## src/rtl/bf_pkg.sv

```systemverilog
// Shared constants, FSM encoding and tuple type for the bloom-filter query scheduler.
package bf_pkg;

    localparam int unsigned HASH_LAT  = 9;
    localparam logic [31:0] DEF_SEED0 = 32'h9E3779B9;
    localparam logic [31:0] DEF_SEED1 = 32'h7F4A7C15;

    typedef logic [1:0] state_t;

    localparam state_t ST_IDLE   = 2'd0;
    localparam state_t ST_ISSUE  = 2'd1;
    localparam state_t ST_WAIT   = 2'd2;
    localparam state_t ST_RESULT = 2'd3;

    typedef struct packed {
        logic [31:0] src_ip;
        logic [31:0] dst_ip;
        logic [31:0] ports;
        logic [7:0]  proto;
    } bf_tuple_t;

endpackage

```

## src/rtl/bf_lat_tracker.sv

```systemverilog
// Fixed-depth single-bit shift register marking which hash-pipe slots carry a live request.
module bf_lat_tracker #(
    parameter int unsigned DEPTH = 9
) (
    input  logic clk,
    input  logic rst,
    input  logic din,
    output logic dout
);

    logic [DEPTH-1:0] sr;

    always_ff @(posedge clk or posedge rst) begin
        if (rst) begin
            sr <= '0;
        end else begin
            sr[0] <= din;
            for (int i = 1; i < DEPTH; i++) begin
                sr[i] <= sr[i-1];
            end
        end
    end

    assign dout = sr[DEPTH-1];

endmodule

```

## src/rtl/bf_query_sched.sv

```systemverilog
// Bloom-filter query scheduler: issues NUM_HASH seeded hashes, reads one bit per key, ANDs them.
// Defining BF_QUERY_STATS_EN adds the stat_queries / stat_hits result counters.
module bf_query_sched
    import bf_pkg::*;
#(
    parameter int unsigned NUM_HASH = 4,
    parameter int unsigned ADDR_W   = 12,
    parameter logic [31:0] SEED0    = DEF_SEED0,
    parameter logic [31:0] SEED1    = DEF_SEED1
) (
    input  logic              CLK,
    input  logic              RST,
    input  logic              q_valid,
    output logic              q_ready,
    input  logic [31:0]       q_src_ip,
    input  logic [31:0]       q_dst_ip,
    input  logic [31:0]       q_ports,
    input  logic [7:0]        q_proto,
    output logic [31:0]       h_a0,
    output logic [31:0]       h_b0,
    output logic [31:0]       h_c0,
    output logic [31:0]       h_k0,
    output logic [31:0]       h_k1,
    output logic [7:0]        h_k2,
    input  logic [31:0]       h_hashkey,
    output logic              m_rd_en,
    output logic [ADDR_W-1:0] m_rd_addr,
    input  logic              m_rd_data,
    output logic              r_valid,
    input  logic              r_ready,
    output logic              r_match,
    output logic [4:0]        r_miss_cnt
`ifdef BF_QUERY_STATS_EN
    ,
    output logic [31:0]       stat_queries,
    output logic [31:0]       stat_hits
`endif
);

    localparam logic [4:0] LAST = 5'(NUM_HASH - 1);

    state_t     state;
    bf_tuple_t  tuple;
    logic [4:0] issue_cnt;
    logic [4:0] resp_cnt;
    logic       acc;
    logic       sample;
    logic       issuing;
    logic       trk_out;
    logic       unused_hash;

    // Gated with RST so q_ready is low while reset is held even though state reads IDLE.
    assign q_ready = (state == ST_IDLE) && !RST;
    assign r_valid = (state == ST_RESULT);
    assign issuing = (state == ST_ISSUE);

    assign h_a0 = tuple.src_ip;
    assign h_b0 = tuple.dst_ip;
    assign h_c0 = tuple.ports;
    assign h_k2 = tuple.proto;

    assign unused_hash = ^h_hashkey[31:ADDR_W];

    bf_lat_tracker #(
        .DEPTH (HASH_LAT)
    ) u_tracker (
        .clk  (CLK),
        .rst  (RST),
        .din  (issuing),
        .dout (trk_out)
    );

    // Read strobe one cycle after the key is valid; data sampled one cycle after the strobe.
    always_ff @(posedge CLK or posedge RST) begin
        if (RST) begin
            m_rd_en   <= 1'b0;
            m_rd_addr <= '0;
            sample    <= 1'b0;
        end else begin
            m_rd_en <= trk_out;
            sample  <= m_rd_en;
            if (trk_out) begin
                m_rd_addr <= h_hashkey[ADDR_W-1:0];
            end
        end
    end

    always_ff @(posedge CLK or posedge RST) begin
        if (RST) begin
            state      <= ST_IDLE;
            tuple      <= '0;
            issue_cnt  <= '0;
            resp_cnt   <= '0;
            acc        <= 1'b0;
            r_match    <= 1'b0;
            r_miss_cnt <= '0;
            h_k0       <= '0;
            h_k1       <= '0;
        end else begin
            if (sample) begin
                acc        <= acc & m_rd_data;
                r_miss_cnt <= r_miss_cnt + 5'(!m_rd_data);
                resp_cnt   <= resp_cnt + 5'd1;
            end
            unique case (state)
                ST_IDLE: begin
                    if (q_valid) begin
                        tuple      <= '{src_ip: q_src_ip, dst_ip: q_dst_ip,
                                        ports: q_ports, proto: q_proto};
                        acc        <= 1'b1;
                        issue_cnt  <= '0;
                        resp_cnt   <= '0;
                        r_miss_cnt <= '0;
                        h_k0       <= SEED0;
                        h_k1       <= SEED1;
                        state      <= ST_ISSUE;
                    end
                end
                ST_ISSUE: begin
                    if (issue_cnt == LAST) begin
                        state <= ST_WAIT;
                    end else begin
                        issue_cnt <= issue_cnt + 5'd1;
                        h_k0      <= h_k0 + 32'd1;
                    end
                end
                ST_WAIT: begin
                    // Leave on the final sample so r_valid lands NUM_HASH+HASH_LAT+2 after issue.
                    if (sample && resp_cnt == LAST) begin
                        r_match <= acc & m_rd_data;
                        state   <= ST_RESULT;
                    end
                end
                ST_RESULT: begin
                    if (r_ready) begin
                        state <= ST_IDLE;
                    end
                end
                default: state <= ST_IDLE;
            endcase
        end
    end

`ifdef BF_QUERY_STATS_EN
    always_ff @(posedge CLK or posedge RST) begin
        if (RST) begin
            stat_queries <= '0;
            stat_hits    <= '0;
        end else if (r_valid && r_ready) begin
            stat_queries <= stat_queries + 32'd1;
            if (r_match) begin
                stat_hits <= stat_hits + 32'd1;
            end
        end
    end
`endif

endmodule

```

## config.mk

```make
export PLATFORM = sky130hd
export DESIGN_NAME = bf_query_sched
export DESIGN_NICKNAME = d
export VERILOG_FILES = /design/src/rtl/bf_pkg.sv /design/src/rtl/bf_lat_tracker.sv /design/src/rtl/bf_query_sched.sv
export SDC_FILE = /design/constraint.sdc
export NUM_CORES = 1
export LEC_CHECK = 0
export CAP_MARGIN = 10
export CORE_MARGIN = 1
export CORE_UTILIZATION = 47
export CTS_BUF_LIST = sky130_fd_sc_hd__clkbuf_4 sky130_fd_sc_hd__clkbuf_8
export CTS_CLUSTER_DIAMETER = 100
export DETAILED_ROUTE_END_ITERATION = 10
export GPL_TIMING_DRIVEN = 1
export PLACE_DENSITY = 0.87
export SYNTH_ARGS = -nofsm -noshare
export SYNTH_HDL_FRONTEND = slang
export SYNTH_SLANG_ARGS = --single-unit
```

## constraint.sdc

```tcl
create_clock -name CLK -period 14.22 [get_ports CLK]
set_input_delay 1.422 -clock CLK [delete_from_list [all_inputs] [get_ports CLK]]
set_output_delay 1.422 -clock CLK [all_outputs]
set_load 0.01 [all_outputs]
```

After elaboration in Yosys (flattened, before gate mapping)
Cells that the tools add are included.

word-level totals
  bits in registers = 179
  latch bits = 0
  memory bits (writable) = 0
  ROM bits = 0
  input bits = 141
  output and inout port bits = 189
  word-level logic and storage cells = 61
  memories kept = 0

cells by class
  add/sub/neg operators = 4
  multipliers = 0
  div/mod/pow operators = 0
  $lt $le $gt $ge = 0
  equality and inequality tests = 10
  shifts and indexed selects = 0
  mux-type cells = 20
  bitwise operators = 1
  reduce and logical (&&, ||, !) cells = 10

operator list
  kind                                            number
  two-way mux 32 bit                              2
  case mux 32 bit (2 select lines)                1
  two-way mux 5 bit                               8
  adder 32 x 1 -> 32 bit (second input constant)  1
  adder 5 x 1 -> 5 bit (second input constant)    2
  == test 5 x 2 -> 1 bit (second input constant)  2
  case mux 5 bit (2 select lines)                 1
  two-way mux 2 bit                               4
  != test 2 bit (second input constant)           4
  case mux 2 bit (4 select lines)                 1
  adder 5 x 1 -> 5 bit                            1
  == test 2 bit (second input constant)           2
  AND reduction 2 bit                             2
  AND reduction 4 bit                             1
  two-way mux 1 bit                               3
  AND reduction 3 bit                             1
  == test 2 x 1 -> 1 bit (second input constant)  1
  logical AND 1 bit                               2
  zero test 1 bit                                 2
  zero test 2 bit                                 1
  != test 2 x 1 -> 1 bit (second input constant)  1
  nonzero test 2 bit                              1
  AND 1 bit                                       1

Depth between registers and ports, before layout
  depth in word-level cells = 5
  depth in mapped cells = 9

Hierarchy
A second synthesis with hierarchy kept.

second synthesis, totals
  cells, all modules = 782
  area, all modules = 7,485.9 µm²

by module, submodules not included
  module          instances  cells an instance  area each (µm²)  seq. area each (µm²)
  bf_query_sched  1          772                7,257.0          4,254.1
  bf_lat_tracker  1          10                 229.0            225.2

Worst setup path before layout
OpenSTA, ideal clock, no wires.

  kind = in2out
  start point = in RST
  end point = out q_ready
  arrival = 1.600 ns
  slack = 11.198 ns
  cell stages on the path = 1
  buffers on the path = 0
  cell sequence = nor2b_1

between the ends
  longest elaborated chain between the ends = 2

ends and longest elaborated chain
  item                              RTL line              source
  start: declaration                bf_query_sched.sv:12  input logic RST,
  zero test 1 bit (no source line)  --
  logical AND 1 bit                 bf_query_sched.sv:53  assign q_ready = (state == ST_IDLE) && !RST;
  end: declaration                  bf_query_sched.sv:14  output logic q_ready,

Every way passes these cells.

Worst setup path in the final report
Same ends and word-level chain as after synthesis.

==> metrics.yaml <==
status: "complete, no violations"
antenna_found_initial: 2
synth.distinct_cells: 56
skew_ns: 0.0142
pwr-share-clk_pct: 38.3
wl_per_cell_um: 15.7
detail-route-antenna-nets: 0
dieArea_um2: 17000
period_needed_ns: 4.12
ir_worst_vdd_uv: 52.8
syn_inst: 813
grt_max_degree: 103
met3_usage_pct: 7.94
critPathLaunchType: "input pin"
setup_viol: 0
hold_slack_ns: 0.351
htree_levels: 4
drc_errors: 0
grt_pass1_wl_mm: 31.5
first_iter_violations: 382
grt_pass1_vias: 6205
synth_area_um2: 7770
start_util_pct: 48.6
p_per_area_nw_per_um2: 82.5
grt_overflow_total: 0
coreArea_um2: 16000
yosys-top-cells-area: "dfrtp_1 58%, nand2_1 16%, buf_4 3.1%"
clockBufferDepth: 2
clock_latency_ns: 0.46
avgSynthCellArea_um2: 9.56
max_slew_margin_pct: 28.8
use_met1_pct: 28.4
clkTransAtPathRegs_ns: 0.10
hpwl_mm: 14.7
cp-end-kind: "output port"
fin_nets: 1224
cap_violations: 0
critical_path_class: "in2out"
tritoncts: "built"
num_rows: 46
cp.required_ns: 12.80
root_buffer: "clkbuf_8"
final_cells: 1305
switchingPower_uw: 223
dieWidth_um: 131
slew_violations: 0
cts.sinks: 179
met2_usage_pct: 41.2
yosysSeqAreaShare_pct: 57.6
drive_above_1_share_pct: 5.61
p_int_uw: 691
power.share.sequential_pct: 55.9
via_count: 6580
yosysWarnings: 0
cp.arrival_ns: 2.70
avgViaCountPerCell: 5.04
io_pins: 330
placed_cells_incl_taps: 1271
synth_ff_type: "dfrtp_1"
rsz0062_at_grt: "no"
finalCritPeriodShare_pct: 29.0
ys_seq_elements: 179
top_usage_layer: "met2"
cts_hold_buffers: 0
async_reset_ff_share_pct: 100
path_max_fanout: 2
synth_edf_count: 0
nFillCells: 1187
post_cts_buffers: 0
place_congestion: 0.789
min-delay-path-class: "reg2reg"
max_freq_mhz: 243
cts_resized: 0
area_delta_synth_final_pct: 42.6
port_buffers: 295
tns_ns: 0
yosysTopAreaCellShare_pct: 57.6
hold_viol_final: 0
track_usage_pct: 24.1
numCtsBuffers: 17
netSwitchingFraction_pct: 24.4
p_total_uw: 915
combPwrFrac_pct: 5.8
wirelength_mm: 20.4
first_pass_iters: 7
power.leakage_uw: 0.00533
tightestPinTransition_ns: 1.07
die_height_um: 131
yosysTopAreaCell: "dfrtp_1"
-- cell families (layout without fill, tap and decap cells) --
kind of cell | Yosys count | in the layout | share of synthesized area [%]
AOI/OAI and AO/OA | 50 | 50 | 4.69
xor gates and xnor gates | 11 | 11 | 1.24
adders and majority gates | 9 | 9 | 1.45
buffers and inverters | 82 | 343 | 5.88
DFF | 179 | 179 | 57.6
muxes | 30 | 30 | 4.14
other | 1 | 16 | 0.0483
and+or+nand+nor | 451 | 451 | 24.9
-- state kept, by name, indices dropped and copies added (netlist names) --
register and flops:
m_rd_addr 12, h_c0 32, resp_cnt 5, r_miss_cnt 5, h_k2 8, h_k0 32
state 2, h_k1 1, h_a0 32, m_rd_en 1, u_tracker.sr 9, issue_cnt 5
h_b0 32, sample 1, acc 1, r_match 1
-- per-layer routing --
metal | share of wire, % | wire length [µm]
met1 | 38 | 7730
met2 | 51 | 10400
met3 | 9.0 | 1830
met4 | 2.1 | 430
met5 | 0 | 0
-- final cells by class --
type	instances	area, µm²	area share, %
well taps	216	270	2.44
flip-flops and latches	179	4480	40.4
clock buffers	17	234	2.11
clock inverters	15	169	1.52
inverters	12	50.0	0.452
diodes	2	5.00	0.0452
multi-input cells	565	2890	26.1
repair buffers	299	2980	26.9
-- layout by cell type (no fill, tap or decap), types with 2 or more instances in the layout --
cell / n
and2_1: 10
clkdlybuf4s50_1: 295
and4_1: 7
dfrtp_1: 179
inv_6: 5
a22oi_1: 2
mux2i_1: 16
inv_8: 3
and3_1: 4
inv_1: 11
o31ai_1: 7
conb_1: 14
o21ai_0: 9
a31oi_1: 2
ha_1: 9
diode_2: 2
nand3_1: 15
nand4_1: 12
nand2b_1: 3
xor2_1: 9
nor4_1: 7
nand2_1: 338
clkinv_4: 2
or3_1: 4
clkinv_8: 2
clkinvlp_4: 2
nor2_1: 27
mux2_2: 13
buf_4: 4
nor3_1: 6
or4_1: 7
xnor2_1: 2
a21oi_1: 13
clkbuf_8: 17
nor2b_1: 2
-- per-stage QoR --
step | setup slack, ns | utilization [%] | instance area [µm²]
2_1_floorplan | 7.94 | - | 7820
3_3_place_gp | 10.07 | 66.7 | 10700
3_5_place_dp | 10.10 | 66.7 | 10700
4_1_cts | 10.09 | 69.2 | 11100
5_1_grt | 10.06 | 69.3 | 11100
6_report | 10.10 | 69.3 | 11100
-- Yosys cell counts (4+ instances only) --
cell type,instances
xor2_1,9
ha_1,9
or4_1,7
nor2_1,27
nand2_1,339
nor3_1,6
o21ai_0,9
o31ai_1,7
nand4_1,12
nor4_1,7
nand3_1,15
or3_1,4
dfrtp_1,179
and4_1,7
and3_1,4
buf_4,32
buf_2,5
clkbuf_1,25
a21oi_1,13
mux2i_1,16
inv_1,12
and2_1,11
mux2_2,13
buf_1,5
-- power by group through the flow --
stage / Sequential (µW) / Combinational (µW) / Clock, µW
3_5_place_dp: 522 / 53.4 / 0
2_1_floorplan: 523 / 14.3 / 0
3_3_place_gp: 521 / 52.5 / 0
4_1_cts: 512 / 53.6 / 362
6_report: 511 / 52.7 / 351
5_1_grt: 512 / 57.8 / 381
-- worst max-delay path, stage by stage --
cell	delay [ns]
clkdlybuf4s50_1	0.51
nor2b_1	0.20
clkdlybuf4s50_1	0.56
-- path summary, 6_finish.rpt --
check | from | endpoint | slack [ns] | cells past startpoint
max | RST | q_ready | 10.10 | 3
min | u_tracker.sr[6]$_DFF_PP0_ | u_tracker.sr[7]$_DFF_PP0_ | 0.35 | 0
max reg2reg | state[0]$_DFFE_PP0P_ | h_c0[6]$_DFFE_PP0P_ | 11.72 | 6
min reg2reg | u_tracker.sr[6]$_DFF_PP0_ | u_tracker.sr[7]$_DFF_PP0_ | 0.35 | 0
max in group asynchronous | RST | h_a0[8]$_DFFE_PP0P_ | 11.12 | 3
min in group asynchronous | RST | resp_cnt[4]$_DFF_PP0_ | 1.60 | 2
(Power assumes the default switching activity.)
